--- config.mk ---
export PLATFORM = sky130hd
export DESIGN_NAME = mc_ctrl
export DESIGN_NICKNAME = d
export VERILOG_FILES = /design/src/rtl/mc_ctrl.sv
export SDC_FILE = /design/constraint.sdc
export NUM_CORES = 1
export LEC_CHECK = 0
export ABC_AREA = 1
export CORE_MARGIN = 4
export CORE_UTILIZATION = 41
export CTS_BUF_LIST = sky130_fd_sc_hd__clkbuf_8
export CTS_CLUSTER_DIAMETER = 50
export DETAILED_ROUTE_END_ITERATION = 8
export GPL_ROUTABILITY_DRIVEN = 0
export HOLD_SLACK_MARGIN = 0.12
export PLACE_DENSITY = 0.95
export SLEW_MARGIN = 40
export SYNTH_ARGS = -nofsm -noshare
export SYNTH_HDL_FRONTEND = slang
export SYNTH_SLANG_ARGS = --single-unit
export TNS_END_PERCENT = 20
--- constraint.sdc ---
create_clock -name clk -period 3.7 [get_ports clk]
set_input_delay 0.74 -clock clk [delete_from_list [all_inputs] [get_ports clk]]
set_output_delay 0.74 -clock clk [all_outputs]
set_load 0.1 [all_outputs]
--- src/rtl/mc_ctrl.sv ---
// Multi-cycle MIPS-subset control unit: FETCH/DECODE/EXE/MEM/WB/HALT sequencer
// that produces the datapath strobes and mux selects for each instruction.
module mc_ctrl #(
    parameter int TRAP_ON_ILLEGAL = 0
) (
    input  logic       clk,
    input  logic       reset,
    input  logic [5:0] op,
    input  logic [5:0] func,
    input  logic       zero,
    output logic       pc_wr,
    output logic [1:0] npc_sel,
    output logic       ir_wr,
    output logic       reg_wr,
    output logic [1:0] reg_dst,
    output logic       alu_src,
    output logic [2:0] alu_op,
    output logic       ext_op,
    output logic       mem_wr,
    output logic [1:0] mem_to_reg,
    output logic [2:0] state,
    output logic       instr_done
);

    typedef enum logic [2:0] {
        FETCH  = 3'd0,
        DECODE = 3'd1,
        EXE    = 3'd2,
        MEM    = 3'd3,
        WB     = 3'd4,
        HALT   = 3'd5
    } state_t;

    localparam bit TRAP = (TRAP_ON_ILLEGAL != 0);

    state_t cur, nxt;

    logic r_type, is_addu, is_subu, is_jr, is_ori, is_lui;
    logic is_lw, is_sw, is_beq, is_j, is_jal, legal;

    assign r_type  = (op == 6'h00);
    assign is_addu = r_type && (func == 6'h21);
    assign is_subu = r_type && (func == 6'h23);
    assign is_jr   = r_type && (func == 6'h08);
    assign is_ori  = (op == 6'h0D);
    assign is_lui  = (op == 6'h0F);
    assign is_lw   = (op == 6'h23);
    assign is_sw   = (op == 6'h2B);
    assign is_beq  = (op == 6'h04);
    assign is_j    = (op == 6'h02);
    assign is_jal  = (op == 6'h03);
    assign legal   = is_addu | is_subu | is_jr | is_ori | is_lui |
                     is_lw | is_sw | is_beq | is_j | is_jal;

    // ALU selects depend only on the held opcode, so they stay stable from EXE through MEM/WB
    logic       sel_src, sel_ext;
    logic [2:0] sel_aop;

    always_comb begin
        sel_src = 1'b0;
        sel_aop = 3'd0;
        sel_ext = 1'b0;
        if (is_subu || is_beq) sel_aop = 3'd1;
        if (is_ori) begin
            sel_src = 1'b1;
            sel_aop = 3'd2;
        end
        if (is_lui) begin
            sel_src = 1'b1;
            sel_aop = 3'd3;
        end
        if (is_lw || is_sw) begin
            sel_src = 1'b1;
            sel_ext = 1'b1;
        end
    end

    logic       pc_wr_c, ir_wr_c, reg_wr_c, alu_src_c, ext_op_c, mem_wr_c;
    logic [1:0] npc_sel_c, reg_dst_c, mem_to_reg_c;
    logic [2:0] alu_op_c;

    always_comb begin
        nxt          = FETCH;
        pc_wr_c      = 1'b0;
        npc_sel_c    = 2'd0;
        ir_wr_c      = 1'b0;
        reg_wr_c     = 1'b0;
        reg_dst_c    = 2'd0;
        alu_src_c    = 1'b0;
        alu_op_c     = 3'd0;
        ext_op_c     = 1'b0;
        mem_wr_c     = 1'b0;
        mem_to_reg_c = 2'd0;
        case (cur)
            FETCH: begin
                ir_wr_c = 1'b1;
                pc_wr_c = 1'b1;
                nxt     = DECODE;
            end
            DECODE: begin
                if (is_j || is_jal) begin
                    pc_wr_c   = 1'b1;
                    npc_sel_c = 2'd2;
                    if (is_jal) begin
                        reg_wr_c     = 1'b1;
                        reg_dst_c    = 2'd2;
                        mem_to_reg_c = 2'd2;
                    end
                end else if (is_jr) begin
                    pc_wr_c   = 1'b1;
                    npc_sel_c = 2'd3;
                end else if (!legal) begin
                    nxt = TRAP ? HALT : FETCH;
                end else begin
                    nxt = EXE;
                end
            end
            EXE: begin
                alu_src_c = sel_src;
                alu_op_c  = sel_aop;
                ext_op_c  = sel_ext;
                if (is_beq) begin
                    pc_wr_c   = zero;
                    npc_sel_c = 2'd1;
                end else if (is_lw || is_sw) begin
                    nxt = MEM;
                end else if (is_addu || is_subu || is_ori || is_lui) begin
                    nxt = WB;
                end
            end
            MEM: begin
                alu_src_c = sel_src;
                alu_op_c  = sel_aop;
                ext_op_c  = sel_ext;
                if (is_sw) mem_wr_c = 1'b1;
                else if (is_lw) nxt = WB;
            end
            WB: begin
                alu_src_c    = sel_src;
                alu_op_c     = sel_aop;
                ext_op_c     = sel_ext;
                reg_wr_c     = 1'b1;
                reg_dst_c    = r_type ? 2'd1 : 2'd0;
                mem_to_reg_c = is_lw ? 2'd1 : 2'd0;
            end
            HALT: nxt = HALT;
            default: nxt = FETCH;
        endcase
    end

    always_ff @(posedge clk) begin
        if (reset) cur <= FETCH;
        else       cur <= nxt;
    end

    // Reset forces every output low in the same cycle, even mid-instruction or in HALT
    assign pc_wr      = pc_wr_c & ~reset;
    assign npc_sel    = reset ? 2'd0 : npc_sel_c;
    assign ir_wr      = ir_wr_c & ~reset;
    assign reg_wr     = reg_wr_c & ~reset;
    assign reg_dst    = reset ? 2'd0 : reg_dst_c;
    assign alu_src    = alu_src_c & ~reset;
    assign alu_op     = reset ? 3'd0 : alu_op_c;
    assign ext_op     = ext_op_c & ~reset;
    assign mem_wr     = mem_wr_c & ~reset;
    assign mem_to_reg = reset ? 2'd0 : mem_to_reg_c;
    assign state      = reset ? 3'd0 : cur;
    assign instr_done = ~reset && (nxt == FETCH) && (cur != FETCH);

endmodule

* After elaboration in Yosys (flattened, before gate mapping)
Index checks and enable logic that the tools add are counted.
** Storage, ports and cells
- Bits in registers :: 3
- Output and inout bits :: 19
- Word-level logic and storage cells :: 92
** Cells by class
- Eq/ne operators :: 15
- Mux-type cells :: 44
- Bitwise logic cells :: 16
- Reduce and logical (&&, ||, !) cells :: 16
** Operator list (count)
- two-way mux 3 bit :: 10
- equality test 6 bit, second input constant :: 4
- two-way mux 2 bit :: 10
- equality test 6 x 4 -> 1 bit, second input constant :: 3
- two-way mux 1 bit :: 18
- one-hot mux 3 bit (5 select lines) :: 1
- equality test 6 x 2 -> 1 bit, second input constant :: 2
- one-hot mux 2 bit (2 select lines) :: 3
- bitwise OR 1 bit :: 9
- bitwise AND 1 bit :: 6
- equality test 3 x 2 -> 1 bit, second input constant :: 2
- equality test 3 bit, second input constant :: 2
- equality test 6 x 3 -> 1 bit, second input constant :: 1
- zero test 3 bit :: 2
- zero test 6 bit :: 1
- logical OR 1 bit :: 6
- logical AND 1 bit :: 5
- equality test 3 x 1 -> 1 bit, second input constant :: 1
- one-hot mux 1 bit (3 select lines) :: 1
- nonzero test 3 bit :: 1
- OR reduction 3 bit :: 1
- one-hot mux 1 bit (2 select lines) :: 1
- inverter 1 bit :: 1

* Longest topological paths before layout
Gate-level depths: netlist of run 1.
- Depth in word-level cells :: 18
- Mapped depth :: 9

* Worst setup path before layout of run 1
OpenSTA, ideal clock, no wires.
- Kind :: input to output
- From :: input reset
- To :: output alu_src
- Data arrival time :: 4.151 ns
- Setup slack :: -1.191 ns
- Stages on the path :: 6
- Buffers on the path :: 1
- Path through :: buf_6 -> nor2_1 -> nand2_1 -> o21ai_0 -> inv_1 -> a21oi_1
** Between the ends
- Word-level cells in the longest chain between the ends :: 2
** RTL lines
- from (decl) :: RTL line 7 : input logic reset,
- inverter 1 bit :: RTL line 162 : assign alu_src = alu_src_c & ~reset;
- bitwise AND 1 bit :: RTL line 162
- to (decl) :: RTL line 16 : output logic alu_src,
Every way passes these cells.

* Worst setup path after layout of run 1
- From :: input op[2]
- To :: output instr_done
** Between the ends
- Word-level cells in the longest chain between the ends :: 18
** RTL lines
- from (decl) :: RTL line 8 : input logic [5:0] op,
- zero test 6 bit :: RTL line 41 : assign r_type = (op == 6'h00);
- logical AND 1 bit (on tied branches) :: RTL line 42, 43
- bitwise OR 1 bit (5 in a row) :: RTL line 52 : assign legal = is_addu | is_subu | is_jr | is_ori | is_lui |
- bitwise OR 1 bit (4 in a row) :: RTL line 53 : is_lw | is_sw | is_beq | is_j | is_jal;
- two-way mux 2 bit :: RTL line 112 : end else if (!legal) begin
- two-way mux 2 bit :: RTL line 109 : end else if (is_jr) begin
- two-way mux 2 bit :: RTL line 101 : if (is_j || is_jal) begin
- one-hot mux 3 bit (5 select lines) * :: RTL line 94 : case (cur)
- zero test 3 bit * :: RTL line 168 : assign instr_done = ~reset && (nxt == FETCH) && (cur != FETCH);
- logical AND 1 bit * (2 in a row) :: RTL line 168
- to (decl) :: RTL line 22 : output logic instr_done
Every way passes the cells marked *; elsewhere a longest branch is shown, timed or not.

==> results_tabular.tex, run 1 <==
\begin{tabular}{lr}
\hline
Metric & Value \\
\hline
\multicolumn{2}{l}{\textbf{Status}} \\
Run status & finished clean \\
\multicolumn{2}{l}{\textbf{Synthesis}} \\
Netlist area before placement & 576.8 µm² \\
Average cell area after synthesis & 5.711 µm² \\
Leading cell types by count after synthesis & 25 x sky130\_fd\_sc\_hd\_\_nor2\_1, 15 x sky130\_fd\_sc\_hd\_\_nand2\_1, 14 x sky130\_fd\_sc\_hd\_\_inv\_1 \\
Syn Inst Count & 101 \\
Number of enable-type register cells in the synthesized netlist & 0 \\
Most used flip-flop cell after synthesis & sky130\_fd\_sc\_hd\_\_dfxtp\_1 \\
Seq/Total Area, Yosys & 10.41\% \\
Cells taking the most area after synthesis & sky130\_fd\_sc\_hd\_\_nor2\_1 16\%, sky130\_fd\_sc\_hd\_\_dfxtp\_1 10\%, sky130\_fd\_sc\_hd\_\_nand2\_1 9.8\%, sky130\_fd\_sc\_hd\_\_inv\_1 9.1\%, sky130\_fd\_sc\_hd\_\_nand3\_1 7.8\% \\
Synth Register Bits & 3 \\
Distinct cell type count after synthesis & 26 \\
Share of Yosys cell area claimed by the top area cell type & 16.27\% \\
Syn Nets & 116 \\
Cell taking the most area after synthesis & sky130\_fd\_sc\_hd\_\_nor2\_1 \\
Most common cell in the netlist & sky130\_fd\_sc\_hd\_\_nor2\_1 \\
Async set-or-reset flop fraction in the synthesized netlist & 0\% \\
Warnings from Yosys & 0 \\
\multicolumn{2}{l}{\textbf{Power and ir drop}} \\
Peak supply drop & 0.1610 mV \\
Power per cell area & 198.8 nW/µm² \\
Static leakage & 0.0004887 µW \\
\multicolumn{2}{l}{\textbf{Global routing}} \\
Overall global routing resource usage & 17.91\% \\
Sum of overflow across all layers after global routing & 0 \\
Antenna violations before repair & 0 \\
Via count of the first global-routing pass & 736 \\
Global-route wire length before repair & 2760 µm \\
Maximum number of pins on one net before global-route repair & 11 \\
\multicolumn{2}{l}{\textbf{Floorplanning}} \\
Initial cell density of the core & 43.78\% \\
Top-level I/O count & 34 \\
Die span in y & 45.51 µm \\
Number of cell rows & 13 \\
Core Region & 1318 µm² \\
Die area & 2071 µm² \\
Die Width & 45.51 µm \\
\multicolumn{2}{l}{\textbf{Critical path}} \\
Launching element type of the critical path & input port \\
R2R setup slack & 2.48 ns \\
Top fanout value on the critical path & 5 \\
Endpoint arrival time on the critical path & 2.39 ns \\
Worst flop-to-flop path startpoint & cur[0] \\
Setup CP Type & in -> out \\
Data required time of the critical path & 2.96 ns \\
First element of the critical path & op[2] \\
Crit. End Element & output port \\
\multicolumn{2}{l}{\textbf{Timing}} \\
Number of pins with negative max-slew slack in the final report & 0 \\
Final Hold Vio Count & 0 \\
Final critical-path share of the clock period & 84.59\% \\
F\_max & 0.3195 GHz \\
Post-route setup slack & 0.5703 ns \\
Total setup violations reported at the end of the flow & 0 \\
Final critical-path required period & 3.130 ns \\
Unrepaired setup endpoints after global routing & false \\
Worst hold slack across all endpoints & 0.6959 ns \\
Post-Route Skew & 0.002151 ns \\
\multicolumn{2}{l}{\textbf{Route}} \\
Detailed-route DRC error count & 0 \\
Detailed-routing iteration count for the pre-antenna-repair pass & 4 \\
Count of routing violations after the opening detailed-route iteration & 13 \\
Detail Route Antenna Nets & 0 \\
Drt via density & 5.255 \\
Via total after detailed routing & 783 \\
Routed wire length & 1764 µm \\
WL/cell & 11.84 µm \\
\multicolumn{2}{l}{\textbf{Final layout}} \\
Number of inserted filler cells in the final layout & 92 \\
Fraction of final layout cells sized beyond drive strength 1 & 32.09\% \\
Flip-flop count of the largest register after layout & 3 \\
Area delta synth->final & 81.78\% \\
Sequential standard cell area & 60.06 µm² \\
Largest registers in the final layout & cur x3 \\
Post-layout net count & 150 \\
Most flop-heavy register & cur \\
Final core utilization & 79.58\% \\
Antenna diode count & 0 \\
Area of the multi-input gates & 439.2 µm² \\
\multicolumn{2}{l}{\textbf{Clocking}} \\
TritonCTS clock tree & yes \\
Clock insertion delay at the later pin of the skew report & 0.21 ns \\
Worst-case clock buffer depth & 2 \\
Number of instances resized during post-cts repair & 0 \\
Total number of H-tree levels & 1 \\
Root buf cell & sky130\_fd\_sc\_hd\_\_clkbuf\_8 \\
Hold\_buf cts & 0 \\
Total clock buffers created by CTS & 3 \\
Clock Sink Count & 3 \\
Post CTS Setup Buffer Count & 0 \\
Clock slew at reported path FFs & 0.03 ns \\
\multicolumn{2}{l}{\textbf{Placed design}} \\
DP Wirelength & 1474 µm \\
Count of buffers from port buffering & 32 \\
Pre-CTS WS & 0.6047 ns \\
\multicolumn{2}{l}{\textbf{Worst hold path}} \\
Min-Delay Startpoint & cur[0] \\
Class of the tightest hold or removal check & reg -> reg \\
\multicolumn{2}{l}{\textbf{Run}} \\
Number of max-capacitance violations reported & 0 \\
\hline
\end{tabular}
[cell type report]
| class | count | area share, % |
|---|---|---|
| Clock buffer | 3 | 3.938 |
| Clock inverter | 1 | 0.3580 |
| Inverter | 16 | 5.728 |
| Multi-Input combinational cell | 79 | 41.89 |
| Sequential cell | 3 | 5.728 |
| Tap cell | 15 | 1.790 |
| Timing Repair Buffer | 32 | 40.57 |
[worst paths after layout]
path | to | cells after the start
worst max-delay path | instr_done | 10
worst max register to register | cur[1] | 6
worst min-delay path | cur[2] | 3
worst min register to register | cur[2] | 3
[metrics by stage]
step	setup TNS, ns	area [µm²]	instances	total power, µW
2_1_floorplan	-2.383	585.6	101	87.05
3_3_place_gp	0	1003	145	117.1
3_5_place_dp	0	1003	145	118.7
4_1_cts	0	1049	149	210.6
5_1_grt	0	1049	149	219.8
6_report	0	1049	149	208.4
[worst max-delay path, stage by stage]
cell	delay, ns
sky130_fd_sc_hd__clkdlybuf4s50_1	0.54
sky130_fd_sc_hd__nor2_1	0.08
sky130_fd_sc_hd__nand3_2	0.14
sky130_fd_sc_hd__inv_2	0.05
sky130_fd_sc_hd__nand2_2	0.08
sky130_fd_sc_hd__nand3_1	0.10
sky130_fd_sc_hd__nor2_1	0.13
sky130_fd_sc_hd__nand3_1	0.10
sky130_fd_sc_hd__nor2_1	0.21
sky130_fd_sc_hd__buf_12	0.21
[layer usage]
layer | share of wire (%) | track usage [%] | vias to the layer above
met5 | 0 | 0 | -
met4 | 0.57 | 7.018 | 0
met3 | 10 | 6.324 | 2
met2 | 51 | 30.08 | 40
met1 | 38 | 20.37 | 356
li1 | - | - | 385
[logic make-up (layout without fill, tap and decap cells)]
kind of cell,count (synthesis),after routing,synth area share (%)
buf+inv,19,52,14.97
flops,3,3,10.41
other cells,1,1,0.6501
simple gates,69,69,62.91
compound gates,9,9,11.06
[power breakdown]
| part | total [µW] | leakage, µW | internal, µW | switching (µW) |
|---|---|---|---|---|
| clock | 89.2 | 0.0000269 | 70.4 | 18.9 |
| sequential | 35.1 | 0.0000245 | 33.6 | 1.44 |
| combinational | 84.1 | 0.000437 | 29.5 | 54.6 |
[cells in the final DEF (no fill, tap or decap)]
cell                              Yosys  layout
sky130_fd_sc_hd__nor3_1               3       3
sky130_fd_sc_hd__clkdlybuf4s50_1      0      14
sky130_fd_sc_hd__nand3b_4             1       1
sky130_fd_sc_hd__a21oi_2              2       3
sky130_fd_sc_hd__nor2_2               5       7
sky130_fd_sc_hd__o221ai_1             1       1
sky130_fd_sc_hd__nand2_2              3       3
sky130_fd_sc_hd__o21ai_0              2       2
sky130_fd_sc_hd__nor3b_1              1       1
sky130_fd_sc_hd__nor2_1              25      23
sky130_fd_sc_hd__and3_2               1       1
sky130_fd_sc_hd__inv_1               14      15
sky130_fd_sc_hd__nand3b_1             1       1
sky130_fd_sc_hd__conb_1               1       1
sky130_fd_sc_hd__o31ai_1              1       1
sky130_fd_sc_hd__dfxtp_1              3       3
sky130_fd_sc_hd__nor2_4               2       2
sky130_fd_sc_hd__inv_2                2       2
sky130_fd_sc_hd__buf_12               0      12
sky130_fd_sc_hd__nand3_1              9       9
sky130_fd_sc_hd__clkbuf_8             0       3
sky130_fd_sc_hd__nand2_1             15      15
sky130_fd_sc_hd__o211ai_1             1       1
sky130_fd_sc_hd__nand3_2              2       2
sky130_fd_sc_hd__o21a_1               1       1
sky130_fd_sc_hd__buf_4                2       6
sky130_fd_sc_hd__nand3_4              1       1
Power figures use the tool's default switching activity.
==> inputs of run 2 (changes only) <==
--- a/config.mk
+++ b/config.mk
@@ -7,13 +7,13 @@
 export LEC_CHECK = 0
 export ABC_AREA = 1
 export CORE_MARGIN = 4
-export CORE_UTILIZATION = 41
+export CORE_UTILIZATION = 38
 export CTS_BUF_LIST = sky130_fd_sc_hd__clkbuf_8
 export CTS_CLUSTER_DIAMETER = 50
 export DETAILED_ROUTE_END_ITERATION = 8
 export GPL_ROUTABILITY_DRIVEN = 0
 export HOLD_SLACK_MARGIN = 0.12
-export PLACE_DENSITY = 0.95
+export PLACE_DENSITY = 0.92
 export SLEW_MARGIN = 40
 export SYNTH_ARGS = -nofsm -noshare
 export SYNTH_HDL_FRONTEND = slang
==> constraint.sdc (replaced) <==
create_clock -name clk -period 3.13 [get_ports clk]
set_input_delay 0.626 -clock clk [delete_from_list [all_inputs] [get_ports clk]]
set_output_delay 0.626 -clock clk [all_outputs]
set_load 0.1 [all_outputs]
==> results_tabular.tex, run 2 (same netlist as run 1, synthesis figures left out) <==
\begin{tabular}{lr}
\hline
Metric & Value \\
\hline
\multicolumn{2}{l}{\textbf{Critical path}} \\
Max stage delay cell, worst path & sky130\_fd\_sc\_hd\_\_clkdlybuf4s50\_1 \\
Data required time of the critical path & 2.50 ns \\
R2R setup slack & 1.87 ns \\
Top fanout value on the critical path & 5 \\
Crit. End Element & output port \\
Largest delay contributor family on the critical path & simple AND/OR/NAND/NOR gates \\
Cell mode on critical path & sky130\_fd\_sc\_hd\_\_nor2\_1 \\
Buffering stage count on the worst path with inverters included & 2 \\
Endpoint arrival time on the critical path & 2.23 ns \\
Setup CP Type & in -> out \\
Worst path cell trace & clkdlybuf4s50\_1 > nor2\_1 > nand3\_2 > nand2\_1 > nor2\_1 > nand3\_2 > nand2\_2 > nand2\_1 > nor2\_1 > buf\_12 \\
Launching element type of the critical path & input port \\
CP peak stage delay & 0.53 ns \\
\multicolumn{2}{l}{\textbf{Global routing}} \\
Sum of overflow across all layers after global routing & 0 \\
Maximum number of pins on one net before global-route repair & 7 \\
Via count of the first global-routing pass & 850 \\
Antenna violations before repair & 0 \\
Global-route wire length before repair & 3408 µm \\
Overall global routing resource usage & 21.79\% \\
\multicolumn{2}{l}{\textbf{Final layout}} \\
Post-layout net count & 151 \\
Largest registers in the final layout & cur x3 \\
Flip-flop count of the largest register after layout & 3 \\
Post-route cell area & 1141 µm² \\
Antenna diode count & 0 \\
Area delta synth->final & 97.83\% \\
Number of inserted filler cells in the final layout & 88 \\
Fraction of final layout cells sized beyond drive strength 1 & 34.81\% \\
Most used cells in the layout excluding fill and tap cells & 21 x sky130\_fd\_sc\_hd\_\_nor2\_1, 18 x sky130\_fd\_sc\_hd\_\_buf\_12, 15 x sky130\_fd\_sc\_hd\_\_inv\_1, 15 x sky130\_fd\_sc\_hd\_\_nand2\_1, 14 x sky130\_fd\_sc\_hd\_\_clkdlybuf4s50\_1 \\
Most flop-heavy register & cur \\
Most common cell after layout, fill and taps aside & sky130\_fd\_sc\_hd\_\_nor2\_1 \\
\multicolumn{2}{l}{\textbf{Floorplanning}} \\
Die span in y & 46.96 µm \\
Die area & 2205 µm² \\
Number of cell rows & 13 \\
Initial cell density of the core & 42.22\% \\
Core Region & 1366 µm² \\
Die Width & 46.96 µm \\
Top-level I/O count & 34 \\
\multicolumn{2}{l}{\textbf{Power and ir drop}} \\
Peak supply drop & 0.1326 mV \\
Static leakage & 0.0005129 µW \\
Power per cell area & 235.8 nW/µm² \\
\multicolumn{2}{l}{\textbf{Clocking}} \\
Post CTS Setup Buffer Count & 0 \\
Number of instances resized during post-cts repair & 0 \\
Clock slew at reported path FFs & 0.04 ns \\
Worst-case clock buffer depth & 2 \\
Clock Sink Count & 3 \\
Total number of H-tree levels & 1 \\
Clock insertion delay at the later pin of the skew report & 0.23 ns \\
TritonCTS clock tree & yes \\
Total clock buffers created by CTS & 3 \\
Hold\_buf cts & 0 \\
Root buf cell & sky130\_fd\_sc\_hd\_\_clkbuf\_8 \\
\multicolumn{2}{l}{\textbf{Route}} \\
Drt via density & 5.407 \\
Routed wire length & 2089 µm \\
Detail Route Antenna Nets & 0 \\
Detailed-route DRC error count & 0 \\
Count of routing violations after the opening detailed-route iteration & 30 \\
Via total after detailed routing & 811 \\
WL/cell & 13.93 µm \\
Detailed-routing iteration count for the pre-antenna-repair pass & 4 \\
\multicolumn{2}{l}{\textbf{Timing}} \\
Unrepaired setup endpoints after global routing & false \\
Number of pins with negative max-slew slack in the final report & 0 \\
Worst hold slack across all endpoints & 0.6536 ns \\
Final Hold Vio Count & 0 \\
Total setup violations reported at the end of the flow & 0 \\
Final critical-path share of the clock period & 91.10\% \\
Final critical-path required period & 2.851 ns \\
Post-Route Skew & 0.003215 ns \\
F\_max & 0.3507 GHz \\
\multicolumn{2}{l}{\textbf{Placed design}} \\
Count of buffers from port buffering & 32 \\
Post-place instance area & 1096 µm² \\
DP Wirelength & 1759 µm \\
\multicolumn{2}{l}{\textbf{Run}} \\
Number of max-capacitance violations reported & 0 \\
\multicolumn{2}{l}{\textbf{Status}} \\
Run status & finished clean \\
\multicolumn{2}{l}{\textbf{Worst hold path}} \\
Class of the tightest hold or removal check & reg -> reg \\
\hline
\end{tabular}
-- run 2: cell types whose count changed in the layout (fill, tap and decap cells not counted), sizes merged --
| cell | before | now |
|---|---|---|
| buf | 18 | 19 |
-- run 2: worst register-to-register path: stages, from the launching register on --
cell                      delay, ns
sky130_fd_sc_hd__dfxtp_1       0.42
sky130_fd_sc_hd__inv_1         0.11
sky130_fd_sc_hd__nor2_2        0.13
sky130_fd_sc_hd__nand2_1       0.06
sky130_fd_sc_hd__nor3_1        0.22
sky130_fd_sc_hd__nand2_2       0.10
sky130_fd_sc_hd__a21oi_2       0.15
-- run 2: final cells by class --
type	count	area, µm²	area share (%)
multi-input combinational	79	449.2	39.36
inverter	16	60.06	5.263
timing repair buffer	33	508.0	44.52
tap	15	18.77	1.645
clock inverter	1	3.754	0.3289
sequential	3	60.06	5.263
clock buffer	3	41.29	3.618
-- run 2: through the flow --
step | power (µW) | setup TNS, ns | cells | util [%] | setup slack (ns)
global placement | 145.0 | 0 | 146 | 80.22 | 0.3158
detailed placement | 147.9 | 0 | 146 | 80.22 | 0.2798
floorplan | 103.2 | -4.098 | 101 | - | -0.6310
CTS | 266.8 | 0 | 150 | 83.52 | 0.2700
finish | 269.1 | 0 | 150 | 83.52 | 0.2786
global route | 276.1 | 0 | 150 | 83.52 | 0.1752
-- run 2: final timing paths --
kind,start,to,depth (start not counted)
worst min-delay path,cur[2],cur[0],4
worst min register to register,cur[2],cur[0],4
worst max register to register,cur[0],cur[1],6
worst max-delay path,op[2],instr_done,10
-- run 2: per-layer routing --
layer,track usage [%],routed length [µm],vias up
li1,-,-,387
met1,21.22,701,366
met2,40.38,1121,49
met3,4.598,178,9
met4,14.92,87,0
met5,0,0,-
-- run 2: report_power, final --
| group | leakage, µW | internal [µW] | switching (µW) | total, µW |
|---|---|---|---|---|
| registers | 0.0000245 | 39.6 | 1.88 | 41.5 |
| clock network | 0.0000269 | 84.5 | 36.3 | 121 |
| logic | 0.000461 | 40.2 | 66.7 | 107 |
